===== config.mk =====
export PLATFORM = sky130hd
export DESIGN_NAME = trap_controller_flat
export DESIGN_NICKNAME = d
export VERILOG_FILES = /design/src/rtl/trap_if.sv /design/src/rtl/trap_controller.sv /design/src/flat_wrapper.sv
export SDC_FILE = /design/constraint.sdc
export NUM_CORES = 1
export LEC_CHECK = 0
export ABC_CLOCK_PERIOD_IN_PS = 2500
export BUFFER_PORTS_ARGS = -buffer_cell sky130_fd_sc_hd__buf_4
export CAP_MARGIN = 10
export CORE_AREA = 8 8 188 190
export DETAILED_ROUTE_END_ITERATION = 8
export DIE_AREA = 0 0 196 198
export PLACE_DENSITY = 0.46
export SYNTH_ARGS = -nofsm -noshare
export SYNTH_HDL_FRONTEND = slang
export SYNTH_SLANG_ARGS = --single-unit

===== constraint.sdc =====
create_clock -name clk -period 2.5 [get_ports clk]
set_input_delay 0.5 -clock clk [delete_from_list [all_inputs] [get_ports clk]]
set_output_delay 0.5 -clock clk [all_outputs]
set_load 0.01 [all_outputs]

===== src/rtl/trap_if.sv =====
// Trap redirect handshake between the trap controller and fetch.
// The controller holds redirect/trapPC until fetch answers with trapAck.
interface trap_if #(
  parameter int N = 64
);
  logic [N-1:0] trapPC;
  logic         redirect;
  logic         trapAck;

  modport master (
    output trapPC,
    output redirect,
    input  trapAck
  );

  modport slave (
    input  trapPC,
    input  redirect,
    output trapAck
  );
endinterface


===== src/rtl/trap_controller.sv =====
// Machine-mode trap source: cause select, trap/return FSM, PC redirect.
// Optional VECTORED_TRAP_EN: vectored interrupt handler addresses.
module trap_controller #(
  parameter int N      = 64,
  parameter int NCAUSE = 16
) (
  input  logic              clk,
  input  logic              reset,
  input  logic [NCAUSE-1:0] excPending,
  input  logic [NCAUSE-1:0] irqPending,
  input  logic [N-1:0]      mie,
  input  logic [N-1:0]      mstatus,
  input  logic [N-1:0]      mtvec,
  input  logic [N-1:0]      pcCurrent,
  input  logic              mretExec,
  output logic [NCAUSE-1:0] trapTrigger,
  output logic              trapReturn,
  output logic [N-1:0]      mcause,
  output logic [N-1:0]      mepc,
  trap_if.master            fe
);

  localparam int CW = $clog2(NCAUSE);
  localparam int W  = (NCAUSE < 12) ? 12 : NCAUSE;

  typedef enum logic [1:0] {
    IDLE,
    TRAP,
    HANDLER,
    RETURN
  } state_t;

  state_t          r_state;
  state_t          w_next;
  logic [CW-1:0]   r_code;
  logic            r_isIrq;
  logic [N-1:0]    r_mcause;
  logic [N-1:0]    r_mepc;

  logic [NCAUSE-1:0] w_irq;
  logic [W-1:0]      w_irqW;
  logic              w_excAny;
  logic              w_irqAny;
  logic [CW-1:0]     w_excCode;
  logic [CW-1:0]     w_irqCode;
  logic [CW-1:0]     w_code;
  logic              w_isIrq;
  logic              w_take;
  logic [N-1:0]      w_cause;
  logic [N-1:0]      w_base;
  logic [N-1:0]      w_hand;
  logic              w_unused;

  assign w_irq    = irqPending & mie[NCAUSE-1:0]
                  & {NCAUSE{mstatus[3]}};
  assign w_irqW   = W'(w_irq);
  assign w_excAny = |excPending;
  assign w_irqAny = |w_irq;
  assign w_unused = ^{mie, mstatus, mtvec[1:0]};

  always_comb begin
    w_excCode = '0;
    for (int i = NCAUSE - 1; i >= 0; i--) begin
      if (excPending[i]) w_excCode = CW'(i);
    end
    w_irqCode = '0;
    for (int i = W - 1; i >= 0; i--) begin
      if (w_irqW[i]) w_irqCode = CW'(i);
    end
    // Later assignments win: 11 over 3 over 7 over lowest index.
    if (w_irqW[7])  w_irqCode = CW'(7);
    if (w_irqW[3])  w_irqCode = CW'(3);
    if (w_irqW[11]) w_irqCode = CW'(11);
  end

  assign w_isIrq = !w_excAny;
  assign w_code  = w_excAny ? w_excCode : w_irqCode;

  always_comb begin
    w_cause           = '0;
    w_cause[CW-1:0]   = w_code;
    w_cause[N-1]      = w_isIrq;
  end

  always_comb begin
    w_next = r_state;
    w_take = 1'b0;
    unique case (r_state)
      IDLE: begin
        if (w_excAny || w_irqAny) begin
          w_next = TRAP;
          w_take = 1'b1;
        end
      end
      TRAP: begin
        if (fe.trapAck) w_next = HANDLER;
      end
      HANDLER: begin
        // A nested exception drops a coincident mret.
        if (w_excAny) begin
          w_next = TRAP;
          w_take = 1'b1;
        end else if (mretExec) begin
          w_next = RETURN;
        end
      end
      RETURN: w_next = IDLE;
      default: w_next = IDLE;
    endcase
  end

  always_ff @(posedge clk or negedge reset) begin
    if (!reset) begin
      r_state  <= IDLE;
      r_code   <= '0;
      r_isIrq  <= 1'b0;
      r_mcause <= '0;
      r_mepc   <= '0;
    end else begin
      r_state <= w_next;
      if (w_take) begin
        r_code   <= w_code;
        r_isIrq  <= w_isIrq;
        r_mcause <= w_cause;
        r_mepc   <= {pcCurrent[N-1:2], 2'b00};
      end
    end
  end

  assign w_base = {mtvec[N-1:2], 2'b00};

`ifdef VECTORED_TRAP_EN
  assign w_hand = (mtvec[1:0] == 2'b01 && r_isIrq)
                ? w_base + (N'(r_code) << 2)
                : w_base;
`else
  assign w_hand = w_base;
`endif

  always_comb begin
    trapTrigger = '0;
    trapReturn  = 1'b0;
    fe.redirect = 1'b0;
    fe.trapPC   = '0;
    unique case (r_state)
      TRAP: begin
        trapTrigger = NCAUSE'(1) << r_code;
        fe.redirect = 1'b1;
        fe.trapPC   = w_hand;
      end
      RETURN: begin
        trapReturn  = 1'b1;
        fe.redirect = 1'b1;
        fe.trapPC   = r_mepc;
      end
      default: ;
    endcase
  end

  assign mcause = r_mcause;
  assign mepc   = r_mepc;

endmodule

===== src/flat_wrapper.sv =====
// flat-port wrapper written by rule: the top's interface ports become plain ports
module trap_controller_flat 
#(
  parameter int N      = 64,
  parameter int NCAUSE = 16
)
  (clk, reset, excPending, irqPending, mie, mstatus, mtvec, pcCurrent, mretExec, trapTrigger, trapReturn, mcause, mepc, fe_trapPC, fe_redirect, fe_trapAck);
  trap_if #(.N(N)) fe_i ();
  input  logic clk;
  input  logic reset;
  input  logic [NCAUSE-1:0] excPending;
  input  logic [NCAUSE-1:0] irqPending;
  input  logic [N-1:0] mie;
  input  logic [N-1:0] mstatus;
  input  logic [N-1:0] mtvec;
  input  logic [N-1:0] pcCurrent;
  input  logic mretExec;
  output logic [NCAUSE-1:0] trapTrigger;
  output logic trapReturn;
  output logic [N-1:0] mcause;
  output logic [N-1:0] mepc;
  output wire logic [$bits(fe_i.trapPC)-1:0] fe_trapPC;
  output wire logic [$bits(fe_i.redirect)-1:0] fe_redirect;
  input wire logic [$bits(fe_i.trapAck)-1:0] fe_trapAck;
  assign fe_trapPC = fe_i.trapPC;
  assign fe_redirect = fe_i.redirect;
  assign fe_i.trapAck = fe_trapAck;
  trap_controller #(.N(N), .NCAUSE(NCAUSE)) u_core (.clk(clk), .reset(reset), .excPending(excPending), .irqPending(irqPending), .mie(mie), .mstatus(mstatus), .mtvec(mtvec), .pcCurrent(pcCurrent), .mretExec(mretExec), .trapTrigger(trapTrigger), .trapReturn(trapReturn), .mcause(mcause), .mepc(mepc), .fe(fe_i));
endmodule

==> flow_metrics.py <==
metrics = {
    "clocking": {
        "cts_made_buffers": 9,
        "cts_tree": "built",
        "cts-resized-gates": 0,
        "cts_hold_buf": 0,
        "path_clk_slew_ns": 0.07,
        "h-tree-depth": 3,
        "cts_root_buffer": "clkbuf_16",
        "clock-sinks": 69,
        "post_cts_buffers": 4,
        "cts.path.max_buffers": 2,
        "insertion_delay_ns": 0.34,
    },
    "yosys": {
        "yosys-top-cells-area": "dfrtp_1 (37%), mux2_2 (14%), mux2i_1 (13%), buf_4 (10%), nor2b_1 (8.7%)",
        "synth_edf_count": 0,
        "synth_area_sq_mm": 0.004723,
        "synth_flop_cell": "dfrtp_1",
        "synth_area_per_cell_sq_um": 10.18,
        "yosys.area.top_type": "dfrtp_1",
        "synth_top_area_frac": 0.3656,
        "yosysSeqAreaShare": 0.3656,
        "yosysUniqueCellTypes": 46,
        "synthArstFlopShare": 1.000,
        "synthCells": 464,
        "ys_ff_latch": 69,
        "yosys_warnings": 0,
    },
    "drt": {
        "post_drt_via_cell_ratio": 3.743,
        "drcViolationCount": 0,
        "wirelength_mm": 20.34,
        "dr_total_vias": 4533,
        "first_pass_iters": 4,
        "first_iter_violations": 99,
        "routedWlPerCell_um": 16.80,
        "antenna_left": 0,
    },
    "global_routing": {
        "first_global_vias": 5010,
        "antenna_found_initial": 1,
        "grt-ovfl-total": 0,
        "grt_pass1_wl_mm": 29.54,
        "grt_usage": 0.09925,
        "grt_max_degree": 71,
    },
    "placement": {
        "place_area_sq_mm": 0.007516,
        "place_inst": 1190,
        "hpwl_mm": 16.48,
        "gp_congestion": 0.7317,
        "numPortBuffers": 323,
    },
    "layout": {
        "drive_above_1_share": 0.5349,
        "layout_commonest_cell": "buf_4",
        "final_cell_mix": "buf_4 (342), dfrtp_1 (67), nor2b_1 (66)",
        "syn2layout_area_growth_pct": 66.41,
        "layoutNonFillerInstCount": 1211,
        "nets": 1089,
        "design_area_sq_mm": 0.007860,
    },
    "sta": {
        "rsz0062_at_grt": "no",
        "final_hold_viol_count": 0,
        "clock.fmax_ghz": 0.4246,
        "setup_viol": 0,
        "fin_crit_sh": 0.9421,
        "drv_slew": 0,
        "clock_skew_ns": 0.009847,
        "timing.hold.ws_ns": 0.1130,
        "finalCriticalPeriod_ns": 2.355,
    },
    "setup_path": {
        "arrival_ns": 1.86,
        "path_max_fanout": 4,
        "worstSetupPathType": "reg -> out",
        "cp-end-kind": "primary output",
        "cp-start-kind": "register",
        "crit_required_ns": 2.00,
        "rrSetupSlack_ns": 0.65,
    },
    "floorplanning": {
        "fp-row-count": 66,
        "design.die.area_sq_mm": 0.03881,
        "die_width_um": 196,
        "fp.dieH_um": 198,
        "start_util": 0.1467,
        "core_sq_mm": 0.03221,
        "ios": 502,
    },
    "job": {
        "drv_cap": 0,
    },
    "min_path": {
        "hp-class": "in -> async",
    },
    "run_status": {
        "status": "complete, no violations",
    },
    "pwr": {
        "leakage_uw": 0.003696,
        "power_density_mw_per_mm2": 1057,
        "peakVddDrop_v": 0.0004649,
    },
}
worst paths after layout:
check,start,to,cells past startpoint
hold / removal,reset,u_core.mepc[49]$_DFFE_PN0P_,1
setup / recovery,u_core.r_state[1]$_DFFE_PN0P_,trapTrigger[0],5
hold reg to reg,u_core.mepc[14]$_DFFE_PN0P_,u_core.mepc[14]$_DFFE_PN0P_,1
setup reg to reg,u_core.r_state[1]$_DFFE_PN0P_,u_core.mepc[30]$_DFFE_PN0P_,5
min in group clk,fe_trapAck,u_core.r_state[0]$_DFFE_PN0P_,2
max in group asynchronous,reset,u_core.mepc[12]$_DFFE_PN0P_,2
registers in the layout, indices dropped and copies added, names as in the netlist:
signal / count
u_core.mcause: 2
u_core.mepc: 62
u_core.r_code: 3
u_core.r_state: 2
synth_stat cells, types with 2 or more instances:
| master | number |
|---|---|
| dfrtp_1 | 69 |
| nor2b_1 | 66 |
| buf_4 | 63 |
| mux2i_1 | 62 |
| mux2_2 | 60 |
| nor2_1 | 22 |
| nand2_1 | 17 |
| clkbuf_1 | 14 |
| a21oi_1 | 9 |
| o21ai_0 | 8 |
| nand3_1 | 6 |
| nor3_1 | 6 |
| buf_1 | 5 |
| a22oi_1 | 4 |
| and2_1 | 4 |
| inv_1 | 4 |
| a222oi_1 | 3 |
| buf_6 | 3 |
| mux2_1 | 3 |
| nand2b_1 | 3 |
| a211oi_1 | 2 |
| a32o_1 | 2 |
| buf_2 | 2 |
| nand3b_1 | 2 |
| nor4_1 | 2 |
| o211ai_1 | 2 |
| o31ai_1 | 2 |
stage by stage:
| step | setup WS (ns) | total power (uW) | util | setup TNS, ns |
|---|---|---|---|---|
| finish | 0.1447 | 8308 | 0.2441 | 0 |
| global route | 0.02104 | 8946 | 0.2440 | 0 |
| CTS | 0.1115 | 8542 | 0.2440 | 0 |
| detailed placement | -0.04853 | 7082 | 0.2334 | -0.1827 |
| global placement | -0.03065 | 7069 | 0.2334 | -0.09090 |
| floorplan | 0.2797 | 4576 | - | 0 |
power breakdown:
part | internal, uW | total (uW) | switching, uW
clock network | 777 | 1330 | 558
registers | 1680 | 2240 | 563
logic | 2590 | 4730 | 2140
final cells by class:
| class | count | area, sq um |
|---|---|---|
| fillers | 3551 | 24350 |
| flip-flops and latches | 69 | 1732 |
| clock buffers | 9 | 225.2 |
| inverters | 4 | 15.01 |
| repair buffers | 347 | 2668 |
| diodes | 1 | 2.502 |
| well taps | 408 | 510.5 |
| multi-input cells | 366 | 2634 |
| clock inverters | 7 | 73.82 |
cell families after synthesis:
| group | after synthesis | share of synthesized area |
|---|---|---|
| other cells | 1 | 0.0007939 |
| simple gates | 134 | 0.1568 |
| buf+inv | 91 | 0.1277 |
| mux | 125 | 0.2816 |
| flops | 69 | 0.3656 |
| compound gates | 44 | 0.06755 |
worst max-delay path: stages (launching register included):
cell and delay, ns:
dfrtp_4 0.50, inv_1 0.14, nand2_1 0.14, or3_1 0.40, nor3_1 0.18, buf_4 0.16
layer usage:
layer	global-route usage	vias up	wire, um
met4	0.03650	2	398
met2	0.1719	248	10010
met3	0.04669	23	2316
met5	0	-	13
met1	0.1043	2091	7598
li1	-	2169	-
Power figures use the tool's default switching activity.
